`src/rtl/simon_pkt_tx.sv`:
```
// Serialises SIMON cipher result blocks into byte packets: info, length, then data MSB-first.
// A one-entry pending buffer absorbs a block that arrives while a packet is still streaming.
module simon_pkt_tx #(
  parameter int N = 16
) (
  input  logic               clk,
  input  logic               nR,
  input  logic               donePkt,
  input  logic [1:0][N-1:0]  inData,
  input  logic [7:0]         info,
  input  logic               outReady,
  output logic               outValid,
  output logic [7:0]         outByte,
  output logic               lastByte,
  output logic               busy,
  output logic               overflow
);

  localparam int BYTES = N / 4;
  localparam int IW    = $clog2(BYTES);

  typedef enum logic [1:0] {IDLE, HDR, LEN, DATA} state_t;

  state_t          state_reg, state_next;
  logic [IW-1:0]   idx_reg, idx_next;

  logic [2*N-1:0]  act_data_reg;
  logic [7:0]      act_info_reg;
  logic [2*N-1:0]  pend_data_reg;
  logic [7:0]      pend_info_reg;
  logic            pend_valid_reg;
  logic            overflow_reg;

  logic            xfer;
  logic            at_last;
  logic            last_xfer;
  logic [7:0]      data_bytes [BYTES];

  // Byte 0 is the most significant byte of inData[1].
  genvar gi;
  generate
    for (gi = 0; gi < BYTES; gi++) begin : g_bytes
      assign data_bytes[gi] = act_data_reg[2*N-1-8*gi -: 8];
    end
  endgenerate

  assign xfer      = (state_reg != IDLE) && outReady;
  assign at_last   = (state_reg == DATA) && (idx_reg == IW'(BYTES - 1));
  assign last_xfer = at_last && outReady;

  always_ff @(posedge clk or posedge nR) begin
    if (nR) begin
      state_reg <= IDLE;
      idx_reg   <= '0;
    end else begin
      state_reg <= state_next;
      idx_reg   <= idx_next;
    end
  end

  always_comb begin
    state_next = state_reg;
    idx_next   = idx_reg;
    case (state_reg)
      IDLE: begin
        if (donePkt) state_next = HDR;
      end
      HDR: begin
        if (xfer) state_next = LEN;
      end
      LEN: begin
        if (xfer) begin
          state_next = DATA;
          idx_next   = '0;
        end
      end
      DATA: begin
        if (xfer) begin
          if (at_last) begin
            state_next = (pend_valid_reg || donePkt) ? HDR : IDLE;
            idx_next   = '0;
          end else begin
            idx_next = idx_reg + IW'(1);
          end
        end
      end
      default: state_next = IDLE;
    endcase
  end

  always_comb begin
    outValid = (state_reg != IDLE);
    lastByte = at_last;
    outByte  = 8'h00;
    case (state_reg)
      HDR:     outByte = act_info_reg;
      LEN:     outByte = 8'(BYTES);
      DATA:    outByte = data_bytes[idx_reg];
      default: outByte = 8'h00;
    endcase
  end

  // Active packet only changes when idle or on its own last-byte transfer,
  // which keeps the presented byte stable under backpressure.
  always_ff @(posedge clk or posedge nR) begin
    if (nR) begin
      act_data_reg   <= '0;
      act_info_reg   <= '0;
      pend_data_reg  <= '0;
      pend_info_reg  <= '0;
      pend_valid_reg <= 1'b0;
      overflow_reg   <= 1'b0;
    end else if (state_reg == IDLE) begin
      if (donePkt) begin
        act_data_reg <= inData;
        act_info_reg <= info;
      end
    end else if (last_xfer) begin
      if (pend_valid_reg) begin
        act_data_reg <= pend_data_reg;
        act_info_reg <= pend_info_reg;
        if (donePkt) begin
          pend_data_reg <= inData;
          pend_info_reg <= info;
        end else begin
          pend_valid_reg <= 1'b0;
        end
      end else if (donePkt) begin
        act_data_reg <= inData;
        act_info_reg <= info;
      end
    end else if (donePkt) begin
      if (!pend_valid_reg) begin
        pend_data_reg  <= inData;
        pend_info_reg  <= info;
        pend_valid_reg <= 1'b1;
      end else begin
        overflow_reg <= 1'b1;
      end
    end
  end

  assign busy     = pend_valid_reg;
  assign overflow = overflow_reg;

endmodule

```
`config.mk`:
```
export PLATFORM = sky130hd
export DESIGN_NAME = simon_pkt_tx
export DESIGN_NICKNAME = d
export VERILOG_FILES = /design/src/rtl/simon_pkt_tx.sv
export SDC_FILE = /design/constraint.sdc
export NUM_CORES = 1
export LEC_CHECK = 0
export CAP_MARGIN = 20
export CORE_MARGIN = 5
export CORE_UTILIZATION = 45
export DETAILED_ROUTE_END_ITERATION = 8
export GPL_TIMING_DRIVEN = 1
export HOLD_SLACK_MARGIN = 0.03
export PLACE_DENSITY = 0.67
export SYNTH_ARGS = -nofsm -noshare
export SYNTH_HDL_FRONTEND = slang
export SYNTH_SLANG_ARGS = --single-unit
```
`constraint.sdc`:
```
create_clock -name clk -period 7.3 [get_ports clk]
set_clock_uncertainty 0.15 [all_clocks]
set_input_delay 1.46 -clock clk [delete_from_list [all_inputs] [get_ports clk]]
set_output_delay 1.46 -clock clk [all_outputs]
set_load 0.03 [all_outputs]
```
Word-level counts from Yosys, hierarchy flattened
Index checks and enable logic that the tools add are counted.
{"block": "totals", "register_bits": 86, "in_bits": 44, "output_inout_bits": 12, "elab_cells": 76}
{"block": "op_classes", "n_addsub": 1, "order_cmp": 1, "n_eq_ne": 12, "muxes": 37, "bitwise_logic": 3, "n_reduce_logical": 14}
{"cell": "two-way mux 32 bit", "count": 9}
{"cell": "two-way mux 8 bit", "count": 11}
{"cell": "one-hot mux 8 bit (3 select lines)", "count": 1}
{"cell": "binary-select mux 8 bit (select 2 bit)", "count": 1}
{"cell": "two-way mux 2 bit", "count": 8}
{"cell": "!= test 2 bit (second input constant)", "count": 7}
{"cell": "AND reduction 5 bit", "count": 2}
{"cell": "one-hot mux 2 bit (4 select lines)", "count": 1}
{"cell": "nonzero test 2 bit", "count": 4}
{"cell": "equality test 2 bit (second input constant)", "count": 3}
{"cell": "two-way mux 1 bit", "count": 5}
{"cell": "one-hot mux 2 bit (2 select lines)", "count": 1}
{"cell": "AND reduction 4 bit", "count": 1}
{"cell": "greater-or-equal comparator 3 bit (second input constant)", "count": 1}
{"cell": "logical AND 1 bit", "count": 3}
{"cell": "NOT 2 -> 3 bit", "count": 1}
{"cell": "AND reduction 3 bit", "count": 1}
{"cell": "adder 2 x 1 -> 2 bit (second input constant)", "count": 1}
{"cell": "equality test 2 x 1 -> 1 bit (second input constant)", "count": 1}
{"cell": "zero test 2 bit", "count": 1}
{"cell": "!= test 2 x 1 -> 1 bit (second input constant)", "count": 1}
{"cell": "NOT 1 bit", "count": 2}
{"cell": "AND reduction 2 bit", "count": 1}
{"cell": "logical OR 1 bit", "count": 1}

Depth between registers and ports, before layout
{"block": "depth", "depth_word": 5, "ltp_mapped": 8, "ltp_nobuf": 6}

Worst setup path after synthesis
No wires, ideal clock.
{"block": "synth_path", "path_type": "register -> output", "startpoint": "reg state_reg[0]", "endpoint": "out outByte[7]", "t_arrival_ns": 1.438, "required_time_ns": 5.690, "path_slack_ns": 4.252, "path_stages_with_launch": 6, "n_path_buf": 2, "path_cell_list": "dfrtp_1 ha_1 buf_6 clkbuf_1 a22oi_1 nor2_1"}
{"block": "synth_via", "elab_chain_cells": 2}
{"element": "start: declaration", "line_no": "24", "rtl": "state_t state_reg, state_next;"}
{"element": "start signal: assignment", "line_no": "56", "rtl": "state_reg <= state_next;"}
{"element": "equality test 2 bit or equality test 2 x 1 -> 1 bit (tied branches)", "line_no": "95", "rtl": "case (state_reg)"}
{"element": "one-hot mux 8 bit (3 select lines) (*)", "line_no": "95"}
{"element": "end: declaration", "line_no": "13", "rtl": "output logic [7:0] outByte,"}
Mark *: on every way between the ends. The rest lies on a longest branch, timed or not.

Worst setup path in the final report
{"block": "layout_path", "startpoint": "reg idx_reg[0]", "endpoint": "out outByte[2]"}
{"block": "layout_via", "elab_chain_cells": 5}
{"element": "start: declaration", "line_no": "25", "rtl": "logic [IW-1:0] idx_reg, idx_next;"}
{"element": "start signal: assignment", "line_no": "57", "rtl": "idx_reg <= idx_next;"}
{"element": "NOT 2 -> 3 bit (not written as such)", "line_no": "98", "rtl": "DATA: outByte = data_bytes[idx_reg];"}
{"element": "binary-select mux 8 bit (select 2 bit)", "line_no": "98"}
{"element": "two-way mux 8 bit (not written as such) (2 in a row)", "line_no": "98"}
{"element": "one-hot mux 8 bit (3 select lines)", "line_no": "95"}
No other way between the ends. The select of a mux whose other input is x is not followed.

==> results by group <==
Floorplanning
  – Full die area: ~11,000 um^2
  – Horizontal extent of the die: 106 um
  – Standard-cell row count: 35
  – Effective utilization at floorplan: between 40% and 50%
  – Height of the die: around 110 um
  – Boundary Pins: between 50 and 60
  – Std-Cell Core Area: just over 9000 um^2

CTS
  – Maximum number of buffers from clock root to sink: 2
  – Buffer cell driving the clock tree root: clkbuf_8
  – Clock latency of the later-clocked register in the worst-skew pair: 0.36 ns
  – Number of H-tree levels: 3
  – Post-CTS Setup Bufs: 0
  – CTS tree: built
  – # clock sinks: 86
  – Number of CTS-inserted buffers: 9
  – Clk pin slew, worst setup/hold paths: roughly 0.09 ns
  – Gates resized, CTS repair: 0
  – CTS Hold Buffers Added: 0

Power and ir drop
  – Worst ir drop on vdd: around 0.00016 V
  – Leak: around 2.1 nW
  – Power Density: 449 nW/um^2

Detailed routing
  – Detailed-routed wire length on met2: roughly 4 mm
  – Number of DRC markers after the initial detailed-route iteration: between 150 and 200
  – Top Metal Used: met4
  – Count of vias placed by the detailed router: 2,745
  – Total length of routed wires: just under 9 mm
  – DRC violations left: 0
  – Remaining antenna violation count: 0
  – Vias/cell: ~5.6
  – Drt wl/cell: approximately 18 um
  – Routed length on met1: 4.34 mm
  – First drt pass iteration count: 4
  – Detail Route met3 WL: approximately 350 um

Synthesis
  – Mapped Cells: about 340
  – Share of flip-flops with an asynchronous set or reset: 100%
  – Synthesized area per cell: 12.4 um^2
  – Number of enable-type register cells in the synthesized netlist: 0
  – Net Count, Synth: about 380
  – Register area share after synthesis: between 50% and 60%
  – Commonest cells in the netlist: dfrtp_1, nor2_1, a21oi_1, mux2_4, o22ai_1
  – Top FF cell, synth: dfrtp_1
  – Biggest area contributors in the synthesized netlist: dfrtp_1, mux2_4, o22ai_1
  – Biggest area consumer among synthesized cells: dfrtp_1
  – Share of the synthesized area in the top cell type: around 52%
  – Number of storage elements in the synthesis netlist: 86
  – Distinct cells, synth: 33
  – Number of warnings printed during yosys synthesis: 0
  – Area of the mapped netlist: roughly 4100 um^2
  – Most frequently used cell type in the post-synthesis netlist: dfrtp_1

STA
  – Setup TNS Final: 0 ns
  – Unrepaired setup endpoints after global routing: no
  – Share of the clock period used by the worst path after layout: between 50% and 60%
  – Time the final worst path needs with I/O delays and setup: around 4.2 ns
  – Final setup violation count: 0
  – Slew margin rel.: 33.0%
  – Number of hold violations in the final report: 0
  – Number of pins exceeding their max-slew limit in the final report: 0
  – Worst Max-Slew Pin Slew: about 1.0 ns
  – Peak Freq: about 240 MHz

GRT
  – Vias in the first global route: 2,928
  – Global-route wire length before repair: between 15 and 20 mm
  – Maximum number of pins on one net before global-route repair: 87
  – GRT Resource Usage Total: between 10% and 20%
  – Antenna violations before repair: 0
  – Overall overflow remaining after global route: 0

Setup path
  – Worst setup SP type: flop
  – CP Cell Sequence: mux4_2, a221oi_1, nor2_1, clkdlybuf4s50_1
  – Family with the most delay on the worst path: flip-flops
  – Top fanout value on the critical path: 11
  – Required @ worst endpoint: 5.69 ns
  – CP peak stage delay: a little over 0.7 ns
  – Setup CP Type: reg -> out
  – Arrival time of data at the critical path endpoint: 2.62 ns
  – Critical Path Sink Type: primary output
  – Total buffers and inverters traversed by the critical path: 1
  – Cell with the biggest individual delay on the critical path: dfrtp_1

Placed design
  – Routability congestion estimate: between 0.7 and 0.8
  – Dpl cell area: 4630 um^2
  – HPWL after detailed placement: 5.83 mm
  – Count of port buffers added during placement: 55

Layout
  – Number of nets in the finished design: 427
  – Layout overhead on the synthesized area: 17.1%
  – Final non-filler cell area: roughly 4800 um^2
  – Utilization after layout: 53.2%
  – Fraction of layout cells with a size suffix above 1: between 15 and 20%
  – Antenna Diode Count: 0

Worst hold path
  – Type of the worst min-delay path: reg -> reg

Status
  – Result of the run: complete, no violations

Run
  – # Max-Cap Violations: 0
layout by cell type (no fill, tap or decap), types with 2 or more instances in the layout:
cell,instances
dfrtp_1,86
clkdlybuf4s50_1,55
nor2_1,50
o22ai_1,40
a21oi_1,40
mux2_4,40
clkbuf_8,10
mux4_2,8
a22oi_1,7
ha_1,5
nand2_1,4
nand2b_1,3
clkinv_2,3
buf_4,3
inv_2,2
o21ai_0,2
o21ai_1,2
a32o_1,2
inv_1,2
area by class of cell:
class                           count  area [um^2]
Tap cell                          111          139
Clock buffer                       11          141
Clock inverter                      4         47.5
Timing Repair Buffer               59          601
Inverter                            5         20.0
Fill cell                         800         4260
Sequential cell                    86         2150
Multi-Input combinational cell    217         1750
metal layers:
metal  global-route usage [%]  up-vias
met3                     4.19       11
met5                        0        -
met4                     4.16        0
met1                     24.7     1386
li1                         -     1294
met2                     25.5       54
final timing paths:
path / slack, ns / depth (start not counted) / end / from
max reg2reg: 4.00 / 8 / act_data_reg[18] / state_reg[0]
max in group asynchronous: 5.06 / 4 / pend_info_reg[4] / nR
min in group asynchronous: 1.33 / 3 / pend_data_reg[7] / nR
min reg2reg: 0.32 / 1 / overflow / overflow
max: 3.07 / 4 / outByte[2] / idx_reg[0]
min: 0.32 / 1 / overflow / overflow
cell families after synthesis:
family                   count (synthesis)  synth area share, %
flip-flops                              86                 52.0
buffers and inverters                   32                 5.83
adder cells (fa/ha/maj)                  5                 1.51
XOR/XNOR                                 1                0.393
AND/OR/NAND/NOR                         63                 6.56
AO/OA/AOI/OAI                           99                 14.6
multiplexers                            49                 19.1
stage by stage:
| stage | instances | total power [mW] | hold slack [ns] | worst slack, ns |
|---|---|---|---|---|
| 2_1_floorplan | 335 | 1.60 | 0.332 | 3.47 |
| 3_3_place_gp | 477 | 1.82 | 0.302 | 3.21 |
| 3_5_place_dp | 477 | 1.85 | 0.308 | 3.11 |
| 4_1_cts | 492 | 2.19 | 0.328 | 3.01 |
| 5_1_grt | 493 | 2.34 | 0.355 | 2.84 |
| 6_report | 493 | 2.18 | 0.322 | 3.07 |
power breakdown:
group          internal [mW]  switching [mW]
clock                  0.165           0.169
sequential             0.701           0.147
combinational          0.480           0.517
Power figures use the tool's default switching activity.
